[src/rtl/alu_pkg.sv]
// alu_pkg: shared types and constants for the ALU.
//   aluinst_t : 5-bit operation select, byte operations first, then word operations.
//   BYTE_W / WORD_W : active widths of byte and word operations.
//   is_word_op() : true for the operations that work on the full 16 bits.
package alu_pkg;

  localparam int BYTE_W = 8;
  localparam int WORD_W = 16;

  typedef enum logic [4:0] {
    ADD, ADC, SUB, SBC, OR, AND, XOR, SRL, SLL, RRC, RLC, INC, DEC, CLR, PASS0,
    SUBW, SBCW, ADDW, ADCW, ADSW, SEX, PASSW0
  } aluinst_t;

  // Encodings past PASSW0 are undefined and fall back to a byte PASS0,
  // so only the defined word range counts as a word operation.
  function automatic logic is_word_op(input aluinst_t inst);
    return (inst >= SUBW) && (inst <= PASSW0);
  endfunction

endpackage

[src/rtl/alu.sv]
// alu: 8/16-bit integer ALU with carry/borrow, zero and negative flags.
// Latency: 0 cycles by default; 1 cycle when ALU_OUTREG_EN is defined.
// Backpressure: none, a new operation is accepted on every cycle.
//
// Ports:
//   clk, reset        clock and asynchronous active-high reset (registered build only)
//   aluinst           operation select (aluinst_t)
//   op0, op1          operands; byte operations look at [7:0] only
//   op2, accsel_in    reserved, ignored
//   c_in              carry/borrow in
//   swapop_in         exchange op0 and op1 before the operation
//   result_reg        raw 16-bit result (upper byte zero for byte operations)
//   result_mem        write-back data (zero-extended low byte for byte operations)
//   c_out/z_out/n_out carry/borrow, zero and negative flags
// Build option: define ALU_OUTREG_EN to register every output.
module alu
  import alu_pkg::*;
(
  input  logic        clk,
  input  logic        reset,
  input  aluinst_t    aluinst,
  input  logic [15:0] op0,
  input  logic [15:0] op1,
  input  logic [15:0] op2,
  input  logic [1:0]  accsel_in,
  input  logic        c_in,
  input  logic        swapop_in,
  output logic [15:0] result_reg,
  output logic [15:0] result_mem,
  output logic        c_out,
  output logic        z_out,
  output logic        n_out
);

  logic [15:0] a;
  logic [15:0] b;
  logic        word;
  logic [8:0]  sum9;
  logic [16:0] sum17;
  logic [15:0] res_d;
  logic [15:0] mem_d;
  logic        c_d;
  logic        z_d;
  logic        n_d;

  assign a    = swapop_in ? op1 : op0;
  assign b    = swapop_in ? op0 : op1;
  assign word = is_word_op(aluinst);

  // Arithmetic is done one bit wider than the operation, so the extra bit is
  // the carry for additions and the borrow for subtractions (two's complement).
  // Byte operations touch only a[7:0]/b[7:0], which keeps the upper operand
  // bits (possibly X) out of every byte result and flag.
  always_comb begin
    sum9  = 9'h000;
    sum17 = 17'h00000;
    res_d = 16'h0000;
    c_d   = 1'b0;
    case (aluinst)
      ADD: begin
        sum9       = {1'b0, a[7:0]} + {1'b0, b[7:0]};
        res_d[7:0] = sum9[7:0];
        c_d        = sum9[8];
      end
      ADC: begin
        sum9       = {1'b0, a[7:0]} + {1'b0, b[7:0]} + {8'h00, c_in};
        res_d[7:0] = sum9[7:0];
        c_d        = sum9[8];
      end
      SUB: begin
        sum9       = {1'b0, a[7:0]} - {1'b0, b[7:0]};
        res_d[7:0] = sum9[7:0];
        c_d        = sum9[8];
      end
      SBC: begin
        sum9       = {1'b0, a[7:0]} - {1'b0, b[7:0]} - {8'h00, c_in};
        res_d[7:0] = sum9[7:0];
        c_d        = sum9[8];
      end
      OR:  res_d[7:0] = a[7:0] | b[7:0];
      AND: res_d[7:0] = a[7:0] & b[7:0];
      XOR: res_d[7:0] = a[7:0] ^ b[7:0];
      SRL: begin
        res_d[7:0] = {1'b0, a[7:1]};
        c_d        = a[0];
      end
      SLL: begin
        res_d[7:0] = {a[6:0], 1'b0};
        c_d        = a[7];
      end
      RRC: begin
        res_d[7:0] = {c_in, a[7:1]};
        c_d        = a[0];
      end
      RLC: begin
        res_d[7:0] = {a[6:0], c_in};
        c_d        = a[7];
      end
      INC: begin
        sum9       = {1'b0, a[7:0]} + 9'h001;
        res_d[7:0] = sum9[7:0];
        c_d        = sum9[8];
      end
      DEC: begin
        sum9       = {1'b0, a[7:0]} - 9'h001;
        res_d[7:0] = sum9[7:0];
        c_d        = sum9[8];
      end
      CLR: res_d = 16'h0000;
      SUBW: begin
        sum17 = {1'b0, a} - {1'b0, b};
        res_d = sum17[15:0];
        c_d   = sum17[16];
      end
      SBCW: begin
        sum17 = {1'b0, a} - {1'b0, b} - {16'h0000, c_in};
        res_d = sum17[15:0];
        c_d   = sum17[16];
      end
      ADDW: begin
        sum17 = {1'b0, a} + {1'b0, b};
        res_d = sum17[15:0];
        c_d   = sum17[16];
      end
      ADCW: begin
        sum17 = {1'b0, a} + {1'b0, b} + {16'h0000, c_in};
        res_d = sum17[15:0];
        c_d   = sum17[16];
      end
      ADSW: begin
        // Signed byte offset added to a word; carry is still the unsigned bit-16 carry.
        sum17 = {1'b0, a} + {1'b0, {8{b[7]}}, b[7:0]};
        res_d = sum17[15:0];
        c_d   = sum17[16];
      end
      SEX:    res_d = {{8{a[7]}}, a[7:0]};
      PASSW0: res_d = a;
      // PASS0 and every undefined encoding.
      default: res_d[7:0] = a[7:0];
    endcase
  end

  always_comb begin
    if (word) begin
      mem_d = res_d;
      z_d   = (res_d == 16'h0000);
      n_d   = res_d[15];
    end else begin
      mem_d = {8'h00, res_d[7:0]};
      z_d   = (res_d[7:0] == 8'h00);
      n_d   = res_d[7];
    end
  end

`ifdef ALU_OUTREG_EN
  logic unused_ok;
  assign unused_ok = ^{op2, accsel_in};

  always_ff @(posedge clk or posedge reset) begin
    if (reset) begin
      result_reg <= 16'h0000;
      result_mem <= 16'h0000;
      c_out      <= 1'b0;
      z_out      <= 1'b0;
      n_out      <= 1'b0;
    end else begin
      result_reg <= res_d;
      result_mem <= mem_d;
      c_out      <= c_d;
      z_out      <= z_d;
      n_out      <= n_d;
    end
  end
`else
  // Purely combinational build: clock and reset are not used.
  logic unused_ok;
  assign unused_ok = ^{op2, accsel_in, clk, reset};

  assign result_reg = res_d;
  assign result_mem = mem_d;
  assign c_out      = c_d;
  assign z_out      = z_d;
  assign n_out      = n_d;
`endif

endmodule

[config.mk]
export PLATFORM = sky130hd
export DESIGN_NAME = alu
export DESIGN_NICKNAME = d
export VERILOG_FILES = /design/src/rtl/alu_pkg.sv /design/src/rtl/alu.sv
export SDC_FILE = /design/constraint.sdc
export NUM_CORES = 1
export LEC_CHECK = 0
export BUFFER_PORTS_ARGS = -buffer_cell sky130_fd_sc_hd__buf_2
export CAP_MARGIN = 5
export CORE_AREA = 2 2 105 107
export DETAILED_ROUTE_END_ITERATION = 7
export DIE_AREA = 0 0 107 109
export PLACE_DENSITY = 0.72
export RECOVER_POWER = 50
export SETUP_SLACK_MARGIN = 0.5
export SYNTH_ARGS = -nofsm -noshare
export SYNTH_HDL_FRONTEND = slang
export SYNTH_SLANG_ARGS = --single-unit
[constraint.sdc]
create_clock -name vclk -period 10
set_input_delay 2 -clock vclk [all_inputs]
set_output_delay 2 -clock vclk [all_outputs]
set_load 0.1 [all_outputs]
==> impl_metrics.prom, run 1 <==
# TYPE chip_impl_metric gauge
chip_impl_metric{name="area.growth.synth_to_final",unit="%"} 9.66
chip_impl_info{name="status",value="completed"} 1
chip_impl_metric{name="finalNetCount",unit=""} 889
chip_impl_metric{name="drc",unit=""} 0
chip_impl_metric{name="finalNonFillerCells",unit=""} 913
chip_impl_metric{name="n_sequential_cell",unit=""} 0
chip_impl_metric{name="worst_slew_margin_rel",unit="%"} 12.3
chip_impl_metric{name="buffer_ports.inserted",unit=""} 74
chip_impl_metric{name="fp-row-count",unit=""} 38
chip_impl_metric{name="final_core_util",unit="%"} 53.3
chip_impl_metric{name="critical_path_peak_fanout",unit=""} 17
chip_impl_metric{name="clockBufferCount",unit=""} 0
chip_impl_info{name="start_kind",value="input pin"} 1
chip_impl_metric{name="ys_types",unit=""} 95
chip_impl_metric{name="global_route.usage.total",unit="%"} 32.1
chip_impl_metric{name="final_max_tran_viols",unit=""} 0
chip_impl_metric{name="drt-pass1-iter-count",unit=""} 5
chip_impl_metric{name="place_inst",unit=""} 913
chip_impl_metric{name="finalWorstSetupSlack",unit="ns"} 0.741
chip_impl_metric{name="sequential_cell_area",unit="sq um"} 0
chip_impl_metric{name="worst_slew_pin_slew",unit="ns"} 1.30
chip_impl_metric{name="grt_start_max_net_pins",unit=""} 29
chip_impl_metric{name="worstHoldPathCells",unit=""} 4
chip_impl_metric{name="vias_per_cell",unit=""} 6.82
chip_impl_metric{name="drive_above_1_share",unit="%"} 17.1
chip_impl_info{name="min_path_type",value="in2out"} 1
chip_impl_info{name="worstSetupPathType",value="in2out"} 1
chip_impl_metric{name="die_y",unit="um"} 109
chip_impl_metric{name="first_iter_violations",unit=""} 510
chip_impl_metric{name="worst-endpoint-required",unit="ns"} 8.00
chip_impl_metric{name="global_route_wire_length_before_repair",unit="mm"} 30.2
chip_impl_metric{name="pwr_density_cell",unit="nW/um^2"} 115
chip_impl_metric{name="syn-mean-instance-area",unit="sq um"} 7.05
chip_impl_metric{name="route.detailed.wl_per_inst",unit="um"} 20.8
chip_impl_metric{name="vias",unit=""} 6227
chip_impl_metric{name="detail_route.wirelength",unit="mm"} 19.0
chip_impl_metric{name="ys_seq_area_share",unit="%"} 0
chip_impl_metric{name="layout_min_cycle_time",unit="ns"} 9.26
chip_impl_metric{name="ys_warn_count",unit=""} 0
chip_impl_metric{name="number_of_global_route_vias_before_repair",unit=""} 5862
chip_impl_metric{name="static-leakage-power",unit="nW"} 2.33
chip_impl_metric{name="fmax",unit="MHz"} 108
chip_impl_metric{name="dpl.hpwl",unit="mm"} 15.0
chip_impl_info{name="critical_path.endpoint_type",value="output pin"} 1
chip_impl_metric{name="fp.dieW",unit="um"} 107
chip_impl_metric{name="power.total",unit="W"} 0.000651
chip_impl_metric{name="dieArea",unit="sq um"} 11700
chip_impl_metric{name="syn_area",unit="sq um"} 5150
chip_impl_metric{name="detailed_place.area",unit="sq um"} 5660
chip_impl_metric{name="antenna_diode_instance_count",unit=""} 0
chip_impl_info{name="synth.area.top_cells",value="ha_1 (13%), xnor2_1 (6.6%), mux2i_1 (5.0%)"} 1
chip_impl_metric{name="mappedNetlistNets",unit=""} 845
chip_impl_metric{name="finalInstanceArea",unit="sq um"} 5650
chip_impl_metric{name="placer_congestion_estimate",unit=""} 1.04
chip_impl_metric{name="finalSetupViolations",unit=""} 0
chip_impl_metric{name="grt_antenna_before_repair",unit=""} 0
chip_impl_metric{name="drtAntennaViolNets",unit=""} 0
chip_impl_metric{name="yosys.area.top_type_share",unit="%"} 12.9
chip_impl_metric{name="cp.arrival",unit="ns"} 7.26
chip_impl_metric{name="hold_viol_final",unit=""} 0
chip_impl_metric{name="postCtsSetupRepairBufs",unit=""} 0
chip_impl_metric{name="ios",unit=""} 94
chip_impl_metric{name="number_of_instances_in_the_synthesized_netlist",unit=""} 731
chip_impl_metric{name="pre_cts_ws",unit="ns"} 0.741
chip_impl_info{name="grt_setup_unrepaired",value="false"} 1
chip_impl_metric{name="peakVddDrop",unit="uV"} 96.5
chip_impl_metric{name="drv_cap",unit=""} 0
chip_impl_metric{name="globalRouteOverflowTotal",unit=""} 0
chip_impl_info{name="post-synth-top-area-cell",value="ha_1"} 1
chip_impl_metric{name="finalCritPeriodShare",unit="%"} 92.6
chip_impl_metric{name="initial_standard_cell_utilization_of_the_core",unit="%"} 48.6
chip_impl_metric{name="core_area",unit="sq um"} 10600
## worst max-delay path, stage by stage
cell and delay, ns:
buf_2 0.33, mux2i_1 0.77, inv_2 0.15, ha_1 0.36, a211oi_2 0.43, o211ai_1 0.20, nor4_1 0.45, o2111ai_1 0.42
nor3b_1 0.36, xor2_1 0.22, o211ai_1 0.16, nor4b_1 0.51, nand4bb_1 0.24, nor4_2 0.29, clkbuf_4 0.37
## cells by family (layout without fill, tap and decap cells)
group / Yosys count / count (layout) / synth area share (%)
AO/OA/AOI/OAI: 241 / 241 / 35.4
XOR/XNOR: 55 / 55 / 9.35
adder cells (fa/ha/maj): 55 / 55 / 13.6
buffers and inverters: 85 / 127 / 7.19
multiplexers: 36 / 36 / 7.23
AND/OR/NAND/NOR: 259 / 259 / 27.2
## per-stage QoR
step	setup TNS (ns)	hold WS, ns
5_1_grt	0	4.89
6_report	0	4.84
3_3_place_gp	0	4.83
2_1_floorplan	-0.229	4.64
4_1_cts	0	4.84
3_5_place_dp	0	4.84
## layout make-up
type / count / area [sq um]
fillers: 1080 / 4950
multi-input cells: 646 / 4880
repair buffers: 85 / 440
well taps: 140 / 175
inverters: 42 / 158
## placed cells by master (no fill, tap or decap), types with 9 or more instances in the layout
master    count
nand2b_1     10
nor2b_1      12
clkbuf_1     15
buf_2        58
mux2i_1      25
o21ai_0      20
inv_1        36
nor2_1       58
a211oi_1      9
o211ai_1     19
buf_4        10
a21oi_1      43
xor2_1       16
and2_1        9
xnor2_1      39
ha_1         51
a21o_1       12
nand2_1      49
and3_1        9
nor3_1       23
nand3_1      25
mux2_2       10
a31oi_1       9
o221ai_1     13
## cell usage after synthesis, types with 11 or more instances
master,n
nor2_1,59
o211ai_1,19
inv_1,36
xor2_1,16
nand3_1,25
buf_4,11
nand2_1,49
nor2b_1,12
o221ai_1,15
a21o_1,12
nor3_1,24
clkbuf_1,19
a21oi_1,43
ha_1,53
xnor2_1,39
o21ai_0,19
mux2i_1,26
## worst paths after layout
kind       start  endpoint  slack (ns)
min   aluinst[4]     n_out        4.84
max    swapop_in     z_out        0.74
## layer usage
layer	wire, um	global-route usage (%)	vias up
met1	7860	40.5	2928
met3	1400	2.51	70
met5	0	0	-
met2	8850	56.2	349
li1	-	-	2880
met4	932	14.0	0
## report_power, final
part	total [W]	switching (W)	internal [W]
Combinational	0.000651	0.000461	0.000190
Sequential	0	0	0
Clock	0	0	0
Total	0.000651	0.000461	0.000190
## what timing repair did
| action | CTS | global route |
|---|---|---|
| hold buffers | 0 | 0 |
| resized for setup | 0 | 3 |
| setup endpoints to repair | 0 | 1 |
Note: power is estimated with default switching activity, not from simulation.
==> run 2: changes to the inputs <==
Clock period 10 ns to 9.6 ns, I/O delays scaled along.
==> impl_metrics.prom, run 2 (synthesis results as in run 1) <==
# TYPE chip_impl_metric gauge
chip_impl_info{name="status",value="completed"} 1
chip_impl_metric{name="die_y",unit="um"} 109
chip_impl_metric{name="pre_cts_ws",unit="ns"} 0.751
chip_impl_metric{name="area.growth.synth_to_final",unit="%"} 10.1
chip_impl_info{name="min_path_type",value="in2out"} 1
chip_impl_metric{name="hold_viol_final",unit=""} 0
chip_impl_info{name="path_delay_family",value="simple AND/OR/NAND/NOR gates"} 1
chip_impl_info{name="grt_setup_unrepaired",value="false"} 1
chip_impl_info{name="layout.cells.most_common_list",value="nor2_1 (59), buf_2 (58), ha_1 (50), nand2_1 (49), a21oi_1 (43)"} 1
chip_impl_metric{name="clockBufferCount",unit=""} 0
chip_impl_metric{name="pwr_density_cell",unit="nW/um^2"} 120
chip_impl_metric{name="ios",unit=""} 94
chip_impl_metric{name="initial_standard_cell_utilization_of_the_core",unit="%"} 48.6
chip_impl_metric{name="finalNetCount",unit=""} 888
chip_impl_metric{name="fp.dieW",unit="um"} 107
chip_impl_metric{name="power.total",unit="W"} 0.000679
chip_impl_metric{name="buffer_ports.inserted",unit=""} 74
chip_impl_info{name="start_kind",value="input pin"} 1
chip_impl_metric{name="finalNonFillerCells",unit=""} 912
chip_impl_metric{name="core_area",unit="sq um"} 10600
chip_impl_metric{name="finalWorstSetupSlack",unit="ns"} 0.760
chip_impl_metric{name="grt_antenna_before_repair",unit=""} 0
chip_impl_metric{name="met2_usage",unit="%"} 57.1
chip_impl_metric{name="static-leakage-power",unit="nW"} 2.32
chip_impl_metric{name="worst-endpoint-required",unit="ns"} 7.68
chip_impl_metric{name="internal_power",unit="W"} 0.000197
chip_impl_metric{name="n_sequential_cell",unit=""} 0
chip_impl_metric{name="power_frac_clock",unit="%"} 0
chip_impl_metric{name="placer_congestion_estimate",unit=""} 1.02
chip_impl_metric{name="peakVddDrop",unit="uV"} 95.0
chip_impl_metric{name="drive_above_1_share",unit="%"} 17.5
chip_impl_info{name="worstPathCellList",value="buf_2 -> buf_4 -> mux2_2 -> inv_1 -> ha_1 -> nor2_1 -> o21ai_0 -> a31oi_1 -> o32ai_2 -> nor4b_2 -> mux2i_1 -> o211ai_1 -> nor4b_2 -> nand4bb_1 -> nor4_2 -> buf_12"} 1
chip_impl_metric{name="drc",unit=""} 0
chip_impl_metric{name="vias",unit=""} 6127
chip_impl_metric{name="fmax",unit="MHz"} 113
chip_impl_metric{name="critical-path-max-stage-delay",unit="ns"} 0.48
chip_impl_metric{name="drtAntennaViolNets",unit=""} 0
chip_impl_metric{name="pwr-share-comb",unit="%"} 100.0
chip_impl_info{name="critical_path.endpoint_type",value="output pin"} 1
chip_impl_metric{name="finalSetupViolations",unit=""} 0
chip_impl_info{name="busiest_layer",value="met2"} 1
chip_impl_metric{name="ctsResizeCount",unit=""} 0
chip_impl_metric{name="critical_path_peak_fanout",unit=""} 24
chip_impl_metric{name="final_max_tran_viols",unit=""} 0
chip_impl_info{name="cp_common_cell",value="nor4b_2"} 1
chip_impl_metric{name="critical_path_buf_inv_count",unit=""} 4
chip_impl_metric{name="drt-pass1-iter-count",unit=""} 7
chip_impl_metric{name="globalRouteOverflowTotal",unit=""} 0
chip_impl_metric{name="fp-row-count",unit=""} 38
chip_impl_metric{name="vias_per_cell",unit=""} 6.72
chip_impl_metric{name="global_route_wire_length_before_repair",unit="mm"} 29.8
chip_impl_metric{name="global_route.usage.total",unit="%"} 31.9
chip_impl_metric{name="total_switching_power",unit="W"} 0.000482
chip_impl_metric{name="route.detailed.wl_per_inst",unit="um"} 21.1
chip_impl_metric{name="holdBufCountCts",unit=""} 0
chip_impl_metric{name="worst_slew_margin_rel",unit="%"} 13.5
chip_impl_metric{name="dieArea",unit="sq um"} 11700
chip_impl_metric{name="drv_cap",unit=""} 0
chip_impl_metric{name="detail_route.wirelength",unit="mm"} 19.3
chip_impl_info{name="mostFrequentLayoutCell",value="nor2_1"} 1
chip_impl_metric{name="grt_use_met3",unit="%"} 2.51
chip_impl_metric{name="switching_power_share_of_the_total",unit="%"} 70.9
chip_impl_metric{name="gr-usage-met1",unit="%"} 39.6
chip_impl_metric{name="number_of_global_route_vias_before_repair",unit=""} 5660
chip_impl_metric{name="cp.arrival",unit="ns"} 6.92
chip_impl_metric{name="worst_slew_pin_slew",unit="ns"} 1.28
chip_impl_metric{name="grt_start_max_net_pins",unit=""} 25
chip_impl_info{name="worst_path_max_delay_cell",value="mux2_2"} 1
chip_impl_metric{name="first_iter_violations",unit=""} 540
chip_impl_metric{name="antenna_diode_instance_count",unit=""} 0
chip_impl_info{name="worstSetupPathType",value="in2out"} 1
chip_impl_metric{name="sequential_cell_area",unit="sq um"} 0
chip_impl_metric{name="hold_slack",unit="ns"} 4.70
chip_impl_metric{name="place_inst",unit=""} 912
chip_impl_metric{name="dpl.hpwl",unit="mm"} 15.1
chip_impl_metric{name="layout_min_cycle_time",unit="ns"} 8.84
chip_impl_metric{name="pwr-share-seq",unit="%"} 0
chip_impl_metric{name="finalCritPeriodShare",unit="%"} 92.1
chip_impl_metric{name="postCtsSetupRepairBufs",unit=""} 0
[run 2: cell types whose count changed in the layout (fill, tap and decap cells not counted), sizes merged]
cell    delta
clkbuf     -1
[run 2: worst paths after layout]
path | start | to | slack (ns) | cells after the start
worst max-delay path | swapop_in | z_out | 0.76 | 16
worst min-delay path | aluinst[4] | n_out | 4.70 | 4
[run 2: through the flow]
| step | cell area [sq um] | setup TNS [ns] | util [%] |
|---|---|---|---|
| 2_1_floorplan | 5300 | -0.469 | - |
| 6_report | 5670 | 0 | 53.5 |
| 3_5_place_dp | 5670 | 0 | 53.5 |
| 5_1_grt | 5670 | 0 | 53.5 |
| 4_1_cts | 5670 | 0 | 53.5 |
| 3_3_place_gp | 5670 | 0 | 53.5 |
[run 2: layout make-up]
| type | count | area, sq um |
|---|---|---|
| Inverter | 42 | 158 |
| Tap cell | 140 | 175 |
| Multi-Input combinational cell | 646 | 4900 |
| Fill cell | 1089 | 4930 |
| Timing Repair Buffer | 84 | 442 |
[run 2: power by group through the flow]
stage                     Clock (W)  Sequential, W  Combinational [W]
final                             0              0           0.000679
after detailed placement          0              0           0.000662
after floorplan                   0              0           0.000541
after global routing              0              0           0.000719
after CTS                         0              0           0.000665
after global placement            0              0           0.000653
[run 2: per-layer routing]
metal  share of wire, %  vias to the layer above
met4                4.3                        0
met5                  0                        -
met1                 41                     2864
li1                   -                     2875
met2                 47                      325
met3                7.1                       63
==> run 3: changes to the inputs <==
Settings changed: ABC_AREA set to 1, CORE_AREA 2 2 105 107 to 2 2 112 114, DIE_AREA 0 0 107 109 to 0 0 114 116, PLACE_DENSITY 0.72 to 0.71.
==> impl_metrics.prom, run 3 <==
# TYPE chip_impl_metric gauge
chip_impl_info{name="status",value="completed"} 1
chip_impl_metric{name="critical_path_buf_inv_count",unit=""} 5
chip_impl_metric{name="core_area",unit="sq um"} 11900
chip_impl_metric{name="n_sequential_cell",unit=""} 0
chip_impl_metric{name="drc",unit=""} 0
chip_impl_metric{name="vias",unit=""} 7283
chip_impl_info{name="yosys-top-cells-count",value="nand2_1 (328), inv_1 (148), nor2_1 (110)"} 1
chip_impl_metric{name="grt_start_max_net_pins",unit=""} 56
chip_impl_metric{name="drt-pass1-iter-count",unit=""} 6
chip_impl_metric{name="global_route_wire_length_before_repair",unit="mm"} 31.7
chip_impl_info{name="start_kind",value="input pin"} 1
chip_impl_metric{name="globalRouteOverflowTotal",unit=""} 0
chip_impl_metric{name="ios",unit=""} 94
chip_impl_info{name="post-synth-top-area-cell",value="nand2_1"} 1
chip_impl_metric{name="holdBufCountCts",unit=""} 0
chip_impl_metric{name="multi_input_comb_area",unit="sq um"} 5020
chip_impl_metric{name="drv_cap",unit=""} 0
chip_impl_info{name="path_delay_family",value="simple AND/OR/NAND/NOR gates"} 1
chip_impl_info{name="worstSetupPathType",value="in2out"} 1
chip_impl_metric{name="ys_types",unit=""} 54
chip_impl_metric{name="drive_above_1_share",unit="%"} 18.2
chip_impl_metric{name="finalInstanceArea",unit="sq um"} 6240
chip_impl_metric{name="pre_cts_ws",unit="ns"} 1.56
chip_impl_metric{name="die_y",unit="um"} 116
chip_impl_metric{name="finalWorstSetupSlack",unit="ns"} 1.47
chip_impl_metric{name="mappedNetlistNets",unit=""} 1229
chip_impl_metric{name="yosys.area.top_type_share",unit="%"} 20.9
chip_impl_metric{name="detailed_place.area",unit="sq um"} 6260
chip_impl_info{name="synth.area.top_cells",value="nand2_1 (21%), ha_1 (11%), inv_1 (9.4%)"} 1
chip_impl_metric{name="grt_antenna_before_repair",unit=""} 0
chip_impl_metric{name="sequential_cell_area",unit="sq um"} 0
chip_impl_info{name="mostFrequentLayoutCell",value="nand2_1"} 1
chip_impl_info{name="leading_cell_type_by_number_of_instances_after_synthesis",value="nand2_1"} 1
chip_impl_metric{name="finalNonFillerCells",unit=""} 1308
chip_impl_metric{name="ctsResizeCount",unit=""} 0
chip_impl_metric{name="ys_warn_count",unit=""} 0
chip_impl_metric{name="place_inst",unit=""} 1308
chip_impl_metric{name="initial_standard_cell_utilization_of_the_core",unit="%"} 49.6
chip_impl_info{name="critical_path.endpoint_type",value="output pin"} 1
chip_impl_metric{name="fp.dieW",unit="um"} 114
chip_impl_metric{name="critical_path_peak_fanout",unit=""} 55
chip_impl_metric{name="area.growth.synth_to_final",unit="%"} 5.68
chip_impl_metric{name="worst_slew_pin_slew",unit="ns"} 1.17
chip_impl_metric{name="critical-path-max-stage-delay",unit="ns"} 0.61
chip_impl_metric{name="postCtsSetupRepairBufs",unit=""} 0
chip_impl_metric{name="drtAntennaViolNets",unit=""} 0
chip_impl_metric{name="fmax",unit="MHz"} 123
chip_impl_info{name="layout.cells.most_common_list",value="nand2_1 (328), inv_1 (148), nor2_1 (110), nand3_1 (106), buf_2 (59)"} 1
chip_impl_metric{name="global_route.usage.total",unit="%"} 29.7
chip_impl_metric{name="detail_route.wirelength",unit="mm"} 19.9
chip_impl_metric{name="ys_seq_area_share",unit="%"} 0
chip_impl_metric{name="fin_tns_setup",unit="ns"} 0
chip_impl_metric{name="route.detailed.wl_per_inst",unit="um"} 15.2
chip_impl_metric{name="syn_area",unit="sq um"} 5900
chip_impl_metric{name="peakVddDrop",unit="uV"} 60.6
chip_impl_metric{name="final_max_tran_viols",unit=""} 0
chip_impl_info{name="worstPathCellList",value="buf_2 -> buf_4 -> o21ai_2 -> inv_2 -> ha_1 -> fa_1 -> ha_1 -> nand3_1 -> nor2_4 -> nand2_1 -> nor2_1 -> nand2_1 -> nand3_1 -> nand2_1 -> inv_1 -> a31oi_1 -> nor2_1 -> nand3_1 -> nor2_2 -> buf_2"} 1
chip_impl_metric{name="hold_viol_final",unit=""} 0
chip_impl_metric{name="cp.arrival",unit="ns"} 6.21
chip_impl_metric{name="finalNetCount",unit=""} 1277
chip_impl_metric{name="vias_per_cell",unit=""} 5.57
chip_impl_metric{name="worst_slew_margin_rel",unit="%"} 22.5
chip_impl_metric{name="placer_congestion_estimate",unit=""} 1.01
chip_impl_metric{name="worst-endpoint-required",unit="ns"} 7.68
chip_impl_metric{name="dpl.hpwl",unit="mm"} 16.9
chip_impl_metric{name="buffer_ports.inserted",unit=""} 74
chip_impl_metric{name="finalSetupViolations",unit=""} 0
chip_impl_metric{name="layout_min_cycle_time",unit="ns"} 8.13
chip_impl_metric{name="dieArea",unit="sq um"} 13200
chip_impl_metric{name="fp-row-count",unit=""} 40
chip_impl_metric{name="clockBufferCount",unit=""} 0
chip_impl_info{name="grt_setup_unrepaired",value="false"} 1
chip_impl_metric{name="static-leakage-power",unit="nW"} 3.42
chip_impl_metric{name="number_of_instances_in_the_synthesized_netlist",unit=""} 1115
chip_impl_metric{name="first_iter_violations",unit=""} 668
chip_impl_metric{name="final_core_util",unit="%"} 52.4
chip_impl_info{name="worst_path_max_delay_cell",value="fa_1"} 1
chip_impl_metric{name="pwr_density_cell",unit="nW/um^2"} 112
chip_impl_metric{name="fill_cells",unit=""} 1386
chip_impl_metric{name="syn-mean-instance-area",unit="sq um"} 5.29
chip_impl_metric{name="number_of_global_route_vias_before_repair",unit=""} 6355
chip_impl_metric{name="finalCritPeriodShare",unit="%"} 84.7
chip_impl_metric{name="antenna_diode_instance_count",unit=""} 0
chip_impl_info{name="min_path_type",value="in2out"} 1
-- run 3: worst paths after layout --
path / start / to / slack [ns] / cells past startpoint
worst max-delay path: swapop_in / z_out / 1.47 / 20
worst min-delay path: aluinst[4] / n_out / 4.56 / 4
-- run 3: power breakdown --
group	internal, W	total [W]	switching [W]
Combinational	0.000164	0.000697	0.000533
Sequential	0	0	0
Clock	0	0	0
-- run 3: layout make-up --
| type | count | share of cell area, % |
|---|---|---|
| multi-input cells | 909 | 80.5 |
| inverters | 177 | 10.8 |
| repair buffers | 75 | 5.76 |
| well taps | 147 | 2.95 |
-- run 3: cell families after synthesis --
logic type | count (synthesis) | share of synthesized area, %
compound gates | 144 | 15.5
xor+xnor | 6 | 0.890
fa+ha+maj | 55 | 11.9
buf+inv | 206 | 14.9
simple gates | 704 | 56.8
-- run 3: through the flow --
stage	power (W)	hold WS (ns)
6_report	0.000697	4.56
5_1_grt	0.000757	4.61
4_1_cts	0.000687	4.56
3_5_place_dp	0.000686	4.55
3_3_place_gp	0.000682	4.55
2_1_floorplan	0.000566	4.31
-- run 3: layer usage --
layer / part of all wire, % / track usage, % / wire length, um
met1: 46 / 43.6 / 9100
met2: 43 / 48.8 / 8600
met3: 9.8 / 2.56 / 1950
met4: 1.1 / 2.93 / 223
met5: 0 / 0 / 0
